==> src/rtl/pc_unit.sv <==
// pc_unit: F-stage fetch-address unit. Owns the PC register, resolves
// D-stage branch conditions and targets, arbitrates reset / interrupt /
// stall / eret / jr / j / branch, flags illegal fetch addresses and keeps
// saturating redirect counters for performance debug.

// Saturating up-counter with synchronous clear; clear wins over increment.
module pc_sat_ctr #(
  parameter int W = 16
) (
  input  logic         clk,
  input  logic         reset,
  input  logic         clr_i,
  input  logic         inc_i,
  output logic [W-1:0] cnt_o
);
  logic [W-1:0] cnt_q, cnt_d;

  // next count: clear, saturating increment, or hold
  always_comb begin
    cnt_d = cnt_q;
    if (clr_i)                    cnt_d = '0;
    else if (inc_i && ~&cnt_q)    cnt_d = cnt_q + W'(1);
  end

  // count register
  always_ff @(posedge clk) begin
    if (reset) cnt_q <= '0;
    else       cnt_q <= cnt_d;
  end

  assign cnt_o = cnt_q;
endmodule

module pc_unit #(
  parameter int          AW         = 32,
  parameter logic [31:0] RESET_PC   = 32'h0000_3000,
  parameter logic [31:0] HANDLER_PC = 32'h0000_4180,
  parameter logic [31:0] IM_BASE    = 32'h0000_3000,
  parameter logic [31:0] IM_BYTES   = 32'h0000_1000,
  parameter int          CNT_W      = 16
) (
  input  logic             clk,
  input  logic             reset,
  input  logic             stall,
  input  logic [AW-1:0]    pc4_d,
  input  logic [25:0]      imm26_d,
  input  logic [AW-1:0]    rs_d,
  input  logic [AW-1:0]    rt_d,
  input  logic [2:0]       br_type_d,
  input  logic             j_d,
  input  logic             jr_d,
  input  logic             eret_d,
  input  logic             int_req,
  input  logic [AW-1:0]    epc,
  input  logic             cnt_clr,
  output logic [AW-1:0]    pc_f,
  output logic [AW-1:0]    npc,
  output logic             taken_d,
  output logic             adel_f,
  output logic [CNT_W-1:0] br_taken_cnt,
  output logic [CNT_W-1:0] int_cnt
);
  localparam logic [AW-1:0] RST_V = AW'(RESET_PC);
  localparam logic [AW-1:0] HDL_V = AW'(HANDLER_PC);
  // window bounds carried one bit wider so BASE+BYTES cannot wrap
  localparam logic [AW:0]   IM_LO = (AW+1)'(IM_BASE);
  localparam logic [AW:0]   IM_HI = (AW+1)'(IM_BASE) + (AW+1)'(IM_BYTES);

  typedef enum logic [2:0] {
    BR_NONE = 3'd0, BR_BEQ  = 3'd1, BR_BNE  = 3'd2, BR_BLEZ = 3'd3,
    BR_BGTZ = 3'd4, BR_BLTZ = 3'd5, BR_BGEZ = 3'd6, BR_RSVD = 3'd7
  } br_e;

  // which priority rule produced npc this cycle
  typedef enum logic [2:0] {
    SEL_RST, SEL_INT, SEL_STALL, SEL_ERET, SEL_JR, SEL_J, SEL_BR, SEL_SEQ
  } sel_e;

  logic [AW-1:0] pc_q, pc_d;
  logic [AW-1:0] br_tgt, j_tgt, seq_pc;
  logic          br_cond;
  logic          rs_neg, rs_zero;
  sel_e          sel;

  assign rs_neg  = rs_d[AW-1];
  assign rs_zero = (rs_d == '0);

  // branch condition; the sign-compare kinds only look at rs
  always_comb begin
    br_cond = 1'b0;
    unique case (br_e'(br_type_d))
      BR_BEQ:  br_cond = (rs_d == rt_d);
      BR_BNE:  br_cond = (rs_d != rt_d);
      BR_BLEZ: br_cond = rs_neg | rs_zero;
      BR_BGTZ: br_cond = ~rs_neg & ~rs_zero;
      BR_BLTZ: br_cond = rs_neg;
      BR_BGEZ: br_cond = ~rs_neg;
      default: br_cond = 1'b0;
    endcase
  end

  assign br_tgt = pc4_d + {{(AW-18){imm26_d[15]}}, imm26_d[15:0], 2'b00};
  assign j_tgt  = {pc4_d[AW-1:28], imm26_d, 2'b00};
  assign seq_pc = pc_q + AW'(4);

  // priority arbitration: reset > int > stall > eret > jr > j > branch > seq
  always_comb begin
    sel = SEL_SEQ;
    if (reset)        sel = SEL_RST;
    else if (int_req) sel = SEL_INT;
    else if (stall)   sel = SEL_STALL;
    else if (eret_d)  sel = SEL_ERET;
    else if (jr_d)    sel = SEL_JR;
    else if (j_d)     sel = SEL_J;
    else if (br_cond) sel = SEL_BR;
  end

  // next-PC mux driven by the selected rule
  always_comb begin
    pc_d = seq_pc;
    unique case (sel)
      SEL_RST:   pc_d = RST_V;
      SEL_INT:   pc_d = HDL_V;
      SEL_STALL: pc_d = pc_q;
      SEL_ERET:  pc_d = epc;
      SEL_JR:    pc_d = rs_d;
      SEL_J:     pc_d = j_tgt;
      SEL_BR:    pc_d = br_tgt;
      default:   pc_d = seq_pc;
    endcase
  end

  // fetch PC register; pc_d already folds in reset, this keeps it explicit
  always_ff @(posedge clk) begin
    if (reset) pc_q <= RST_V;
    else       pc_q <= pc_d;
  end

  assign pc_f    = pc_q;
  assign npc     = pc_d;
  assign taken_d = (sel == SEL_ERET) | (sel == SEL_JR) |
                   (sel == SEL_J)    | (sel == SEL_BR);

  // fetch address check: misaligned or outside the instruction window
  assign adel_f = (pc_q[1:0] != 2'b00) ||
                  ({1'b0, pc_q} <  IM_LO) ||
                  ({1'b0, pc_q} >= IM_HI);

  // perf counters: eret returns are not counted as taken redirects
  logic [1:0]            ctr_inc;
  logic [1:0][CNT_W-1:0] ctr_val;

  assign ctr_inc[0] = taken_d & (sel != SEL_ERET);
  assign ctr_inc[1] = (sel == SEL_INT);

  for (genvar g = 0; g < 2; g++) begin : g_ctr
    pc_sat_ctr #(.W(CNT_W)) u_ctr (
      .clk   (clk),
      .reset (reset),
      .clr_i (cnt_clr),
      .inc_i (ctr_inc[g]),
      .cnt_o (ctr_val[g])
    );
  end

  assign br_taken_cnt = ctr_val[0];
  assign int_cnt      = ctr_val[1];
endmodule

==> config.mk <==
export PLATFORM = sky130hd
export DESIGN_NAME = pc_unit
export DESIGN_NICKNAME = d
export VERILOG_FILES = /design/src/rtl/pc_unit.sv
export SDC_FILE = /design/constraint.sdc
export NUM_CORES = 1
export LEC_CHECK = 0
export ABC_AREA = 1
export CAP_MARGIN = 20
export CORE_ASPECT_RATIO = 2
export CORE_MARGIN = 2
export CORE_UTILIZATION = 47
export CTS_BUF_LIST = sky130_fd_sc_hd__clkbuf_2 sky130_fd_sc_hd__clkbuf_4 sky130_fd_sc_hd__clkbuf_8
export DETAILED_ROUTE_END_ITERATION = 8
export GPL_ROUTABILITY_DRIVEN = 0
export MAX_ROUTING_LAYER = met4
export PLACE_DENSITY = 0.9
export SYNTH_ARGS = -nofsm -noshare
export SYNTH_HDL_FRONTEND = slang
export SYNTH_SLANG_ARGS = --single-unit
==> constraint.sdc <==
create_clock -name clk -period 3 [get_ports clk]
set_clock_uncertainty 0.05 [all_clocks]
set_input_delay 0.3 -clock clk [delete_from_list [all_inputs] [get_ports clk]]
set_output_delay 0.3 -clock clk [all_outputs]
set_load 0.01 [all_outputs]
==> results of run 1 <==
Yosys cell counts (2+ instances only):
cell / number
sky130_fd_sc_hd__nand2_1: 309
sky130_fd_sc_hd__inv_1: 159
sky130_fd_sc_hd__nor2_1: 153
sky130_fd_sc_hd__nand4_1: 99
sky130_fd_sc_hd__nand3_1: 86
sky130_fd_sc_hd__dfxtp_1: 64
sky130_fd_sc_hd__a21oi_1: 57
sky130_fd_sc_hd__o21ai_0: 44
sky130_fd_sc_hd__xor2_1: 42
sky130_fd_sc_hd__xnor2_1: 41
sky130_fd_sc_hd__ha_1: 33
sky130_fd_sc_hd__nor3_1: 26
sky130_fd_sc_hd__clkbuf_1: 20
sky130_fd_sc_hd__buf_2: 9
sky130_fd_sc_hd__a21o_1: 7
sky130_fd_sc_hd__nor4_1: 7
sky130_fd_sc_hd__or2_2: 7
sky130_fd_sc_hd__nand2_2: 6
sky130_fd_sc_hd__a31oi_1: 4
sky130_fd_sc_hd__buf_4: 4
sky130_fd_sc_hd__inv_2: 4
sky130_fd_sc_hd__nor3_2: 4
sky130_fd_sc_hd__o21a_1: 4
sky130_fd_sc_hd__nor2_4: 3
sky130_fd_sc_hd__a211oi_1: 2
sky130_fd_sc_hd__a221oi_1: 2
sky130_fd_sc_hd__clkinv_1: 2
sky130_fd_sc_hd__nand3_2: 2
sky130_fd_sc_hd__o2111ai_1: 2
sky130_fd_sc_hd__o211ai_1: 2
sky130_fd_sc_hd__o21bai_1: 2
layer usage:
layer	global-route usage	overflow
met5	-	-
met4	0.9861	127
met3	0.6320	6
met2	1.063	288
met1	0.8058	3
logic make-up after synthesis:
family | after synthesis
adders and majority gates | 34
DFF | 64
xor gates and xnor gates | 83
AOI/OAI and AO/OA | 127
buffers and inverters | 200
and+or+nand+nor | 708
what timing repair did:
| item | CTS |
|---|---|
| gates cloned | 3 |
| setup endpoints to repair | 33 |
| setup buffers | 44 |
| gates resized for setup | 503 |
| pin swaps | 155 |
per-stage QoR:
stage	setup TNS [ps]	setup WS, ps	utilization	cells	hold slack (ps)
after floorplan	0	212.5	-	1216	384.3
after global placement	-27340	-926.0	0.7698	1840	431.1
after detailed placement	-35210	-1132	0.7698	1840	442.4
after CTS	-504.4	-85.53	0.8394	1901	247.7
==> implementation parameters, run 1 <==
Parameter                              Value

Outcome
  Outcome ... did not finish
  Last step reached ... global routing
  Error ... [ERROR GRT-0232] Routing congestion too high. Check the congestion heatmap in the GUI.

Logic synthesis
  Predominant post-synthesis flop cell ... sky130_fd_sc_hd__dfxtp_1
  Number of enable-type register cells in the synthesized netlist ... 0
  Largest area contributor in the synthesized netlist ... sky130_fd_sc_hd__dfxtp_1
  Share of synthesized area spent on multiplexers ... 0
  XOR/XNOR share of the synthesized area ... 0.1019
  Main combinational cell family by area after synthesis ... simple AND/OR/NAND/NOR gates
  Synthesis-stage register bit count ... 64
  Compound-cell area share of the yosys netlist ... 0.09840
  Distinct cell type count after synthesis ... ~40
  Proportion of register bits with asynchronous set or reset after synthesis ... 0
  Cells after synthesis ... ~1,200
  Synthesized cell area ... 7133 um2
  Simple-Gate Fraction of Synth Area ... 0.4494
  Warnings from Yosys ... 0
  Yosys top cell area share ... 0.1796
  Sequential share of the synthesized area ... 0.1796
  Syn nets ... 1,415
  Average size of a mapped cell ... between 5 and 6 um2
  Synthesized-area fraction occupied by adder cells ... 0.06069
  Main area contributors after synthesis ... sky130_fd_sc_hd__dfxtp_1 18%, sky130_fd_sc_hd__nand2_1 16%, sky130_fd_sc_hd__nand4_1 8.7%

Die
  Die Span X ... approximately 91 um
  Number of rows created at floorplan ... 63
  Effective utilization at floorplan ... 0.4813
  Number of top-level pins ... about 260
  Die height ... between 150 and 200 um

Global routing
  Total routing usage reported by global routing ... 0.8699
  Total gr overflow ... roughly 420
  Largest net degree at the start of global routing ... 26

Placed design
  Post-DP HPWL ... ~26,000 um
  Count of input and output buffers ... roughly 260
  Placed cell areas ... about 11,000 um2

CTS
  # hold bufs at CTS ... 0
  TritonCTS Sinks ... 64
  Maximum level of the CTS H-tree ... 3
  Number of buffers added by the clock tree synthesis step ... 9
  Clock Tree Buf Depth ... 2
  Root buffer cell ... sky130_fd_sc_hd__clkbuf_8

Timing
  GRT repair_timing worst endpoint ... npc[29]
  Worst endpoint type ... primary output
==> run 2: changes to the inputs <==
CORE_ASPECT_RATIO = unset   (was 2)
CORE_UTILIZATION = 35   (was 47)
CTS_BUF_LIST = unset   (was sky130_fd_sc_hd__clkbuf_2 sky130_fd_sc_hd__clkbuf_4 sky130_fd_sc_hd__clkbuf_8)
MAX_ROUTING_LAYER = unset   (was met4)
PLACE_DENSITY = unset   (was 0.9)
PLACE_DENSITY_LB_ADDON = 0.15   (was unset)
==> run 2 against run 1 <==
The flow now finishes, with violations (setup timing). Area after synthesis is the same. Synthesized cell count unchanged.
==> implementation parameters, run 2 <==
Parameter                              Value

Detailed routing
  Number of violations reported at the end of detailed-routing iteration 0 ... 903
  Highest routed metal layer ... met4
  Vias per std cell ... 5.208
  Drt total wl ... between 30,000 and 40,000 um
  Met3 wirelength from detailed routing ... roughly 2600 um
  Detailed-routing iteration count for the pre-antenna-repair pass ... 5
  DR WL/cell ... between 15 and 20 um
  Antenna-violating nets left ... 0
  Routed met1 length ... ~14,000 um
  Routed met2 length ... 16,430 um
  Via Count ... 10,578
  DRC violations left ... 0

CTS
  Maximum level of the CTS H-tree ... 3 (unchanged)
  Clock Tree Buf Depth ... 2 (unchanged)
  Clock slew seen by the registers of the worst setup and hold paths ... 70 ps
  TritonCTS Sinks ... 64 (unchanged)
  Worst skew pair latency ... 340 ps
  Root buffer cell ... sky130_fd_sc_hd__clkbuf_16
  Number of buffers added by the clock tree synthesis step ... 9 (unchanged)
  CTS tree ... yes

Critical path
  Arrival time at the worst endpoint ... 2840 ps
  Endpoint kind of the worst setup timing path ... output pin
  Worst Setup Start Kind ... primary input
  Crit path required time ... roughly 2700 ps
  Setup CP Type ... primary input to output pin
  Highest net fanout along the worst path ... 6

Placed design
  Placed cell areas ... 11,640 um2 (+2.0%)
  Post-DP HPWL ... 25,120 um (-3.6%)
  Count of input and output buffers ... 262 (unchanged)

Die
  Number of rows created at floorplan ... 52 (-17%)
  Die ar. ... 21,540 um2
  Die height ... 146.8 um (-18%)
  Effective utilization at floorplan ... 0.3548 (-0.1265)
  Die Span X ... 146.8 um (+61%)
  Number of top-level pins ... 263 (unchanged)
  Area of the core region ... approximately 20,000 um2

Outcome
  Violations in the final reports ... setup timing
  Outcome ... finished, violations left

Timing
  Maximum clock rate ... roughly 310 MHz
  Setup repair after global routing missed its margin ... true
  Tightest slew margin relative to the limit ... 0.6142
  Slew at the pin closest to its max-slew limit ... 575.2 ps
  Share of the clock period used by the worst path ... 1.063
  Total Negative Setup Slacks ... -1605 ps
  Final setup violation count ... 22
  Least setup slack across all paths after layout ... -188.3 ps
  Final worst path period need ... 3188 ps
  Final Hold Fails ... 0
  Max-slew violation count ... 0

Power
  Net Switching ... ~1.2 mW
  Sequential group share of total power ... 0.249
  Static leakage ... 6.572 nW
  Power per standard cell area ... between 200 and 300 nW/um2
  Peak VDD IR ... around 0.26 mV
  Clock network fraction of total power ... 0.325
  Internal Dissipation ... approximately 2.4 mW
  Net switching fraction of the power ... 0.3406
  Final Total Pwr ... 3.659 mW
  Combinational group share of total power ... 0.426

Logic synthesis
  Predominant post-synthesis flop cell ... sky130_fd_sc_hd__dfxtp_1
  Distinct cell type count after synthesis ... 41 (unchanged)
  Synthesis-stage register bit count ... 64 (unchanged)
  Average size of a mapped cell ... 5.866 um2 (unchanged)
  Cell types with the highest counts after synthesis ... 309 x sky130_fd_sc_hd__nand2_1, 159 x sky130_fd_sc_hd__inv_1, 153 x sky130_fd_sc_hd__nor2_1
  Yosys top cell area share ... 0.1796 (unchanged)
  Sequential share of the synthesized area ... 0.1796 (unchanged)
  Count leader, synth ... sky130_fd_sc_hd__nand2_1
  Number of enable-type register cells in the synthesized netlist ... 0 (unchanged)
  Syn nets ... 1,415 (unchanged)
  Cells after synthesis ... 1,216 (unchanged)
  Warnings from Yosys ... 0 (unchanged)
  Largest area contributor in the synthesized netlist ... sky130_fd_sc_hd__dfxtp_1
  Synthesized cell area ... 7133 um2 (unchanged)
  Main area contributors after synthesis ... sky130_fd_sc_hd__dfxtp_1 18%, sky130_fd_sc_hd__nand2_1 16%, sky130_fd_sc_hd__nand4_1 8.7%
  Proportion of register bits with asynchronous set or reset after synthesis ... 0 (unchanged)

Cells and area
  Area added between synthesis and finish ... 94.95%
  Area of all placed cells without fillers ... ~14,000 um2
  Post-layout utilization of the core ... 0.6917
  Most frequent standard cell in the layout excluding fill and tap cells ... sky130_fd_sc_hd__nand2_1
  Final-stage net count ... roughly 2,000
  Number of inserted diodes ... 0
  Fraction of layout cells with a size suffix above 1 ... 0.3714
  Commonest cells after routing, fill and taps aside ... 257 x sky130_fd_sc_hd__nand2_1, 246 x sky130_fd_sc_hd__buf_4, 138 x sky130_fd_sc_hd__inv_1

Global routing
  Total routing usage reported by global routing ... 0.2940
  Antenna violations before repair ... 0
  First-pass GRT wire length ... 50,980 um
  Number of global-route vias before repair ... between 9,000 and 10,000
  Largest net degree at the start of global routing ... 26
  Total gr overflow ... 0

Run
  Max Cap Viol ... 0

Worst hold path
  Hold Crit Class ... primary input to register
[run 2: metrics by stage]
stage / setup WS [ps] / std cells / hold WS [ps]
floorplan: 212.5 / 1216 / 384.3
global placement: -864.9 / 1935 / 434.1
detailed placement: -886.4 / 1935 / 439.5
CTS: -196.9 / 2006 / 273.9
global route: -356.4 / 2031 / 288.4
finish: -188.3 / 2031 / 285.4
[run 2: repair_timing]
item	4_1_cts	5_1_grt
hold endpoints to repair	0	0
hold buffers	0	0
gates cloned	2	3
setup buffers	53	31
resized for setup	541	256
pin swaps	177	144
endpoints found under the setup margin	43	39
[run 2: layout make-up]
class / instances / area, um2
clock buffer: 9 / 225.2
clock inverter: 7 / 102.6
fill: 1619 / 6198
inverter: 165 / 636.9
multi-input combinational: 952 / 6332
sequential: 64 / 1290
tap: 270 / 337.8
timing repair buffer: 564 / 4981
[run 2: path summary, 6_finish.rpt]
kind	startpoint	to	slack, ps	depth (start not counted)
worst max-delay path	rs_d[1]	npc[18]	-190	26
worst min-delay path	rs_d[1]	pc_f[1]	290	4
worst max register to register	pc_f[2]	pc_f[29]	510	15
worst min register to register	g_ctr[0].u_ctr.cnt_o[6]	g_ctr[0].u_ctr.cnt_o[6]	450	2
[run 2: cells by family after synthesis]
logic type	Yosys count	synth area share
flops	64	0.1796
simple gates	708	0.4494
xor+xnor	83	0.1019
fa+ha+maj	34	0.06069
buf+inv	200	0.1100
compound gates	127	0.09840
[run 2: worst max-delay path, stage by stage]
cell	delay [ps]
sky130_fd_sc_hd__buf_8	110
sky130_fd_sc_hd__nor2_4	160
sky130_fd_sc_hd__nand2_2	70
sky130_fd_sc_hd__nor2_2	130
sky130_fd_sc_hd__nand2_1	80
sky130_fd_sc_hd__nor2_1	100
sky130_fd_sc_hd__inv_1	70
sky130_fd_sc_hd__nand3_1	60
sky130_fd_sc_hd__nand2_1	50
sky130_fd_sc_hd__nor2_1	110
sky130_fd_sc_hd__nand2_2	100
sky130_fd_sc_hd__nand2_2	70
sky130_fd_sc_hd__nand2_2	50
sky130_fd_sc_hd__nand2_2	90
sky130_fd_sc_hd__buf_6	100
sky130_fd_sc_hd__nand4_1	130
sky130_fd_sc_hd__buf_4	210
sky130_fd_sc_hd__buf_8	130
sky130_fd_sc_hd__buf_12	140
sky130_fd_sc_hd__buf_6	120
sky130_fd_sc_hd__nand2_2	40
sky130_fd_sc_hd__nor2_1	40
sky130_fd_sc_hd__nand3_1	120
sky130_fd_sc_hd__nand2_2	90
sky130_fd_sc_hd__inv_2	60
sky130_fd_sc_hd__buf_6	90
[run 2: power groups by stage]
stage	registers, mW	clock network (mW)	logic [mW]
after floorplan	0.936	0	0.504
after global placement	0.922	0	1.28
after detailed placement	0.923	0	1.29
after CTS	0.907	1.20	1.40
after global routing	0.911	1.24	1.67
final	0.909	1.19	1.56
[run 2: per-layer routing]
layer	GRT usage	vias to the layer above
li1	-	5077
met1	0.3870	4894
met2	0.5038	510
met3	0.03696	97
met4	0.08786	0
met5	0	-
No activity file was read; power rests on OpenSTA's default activity.
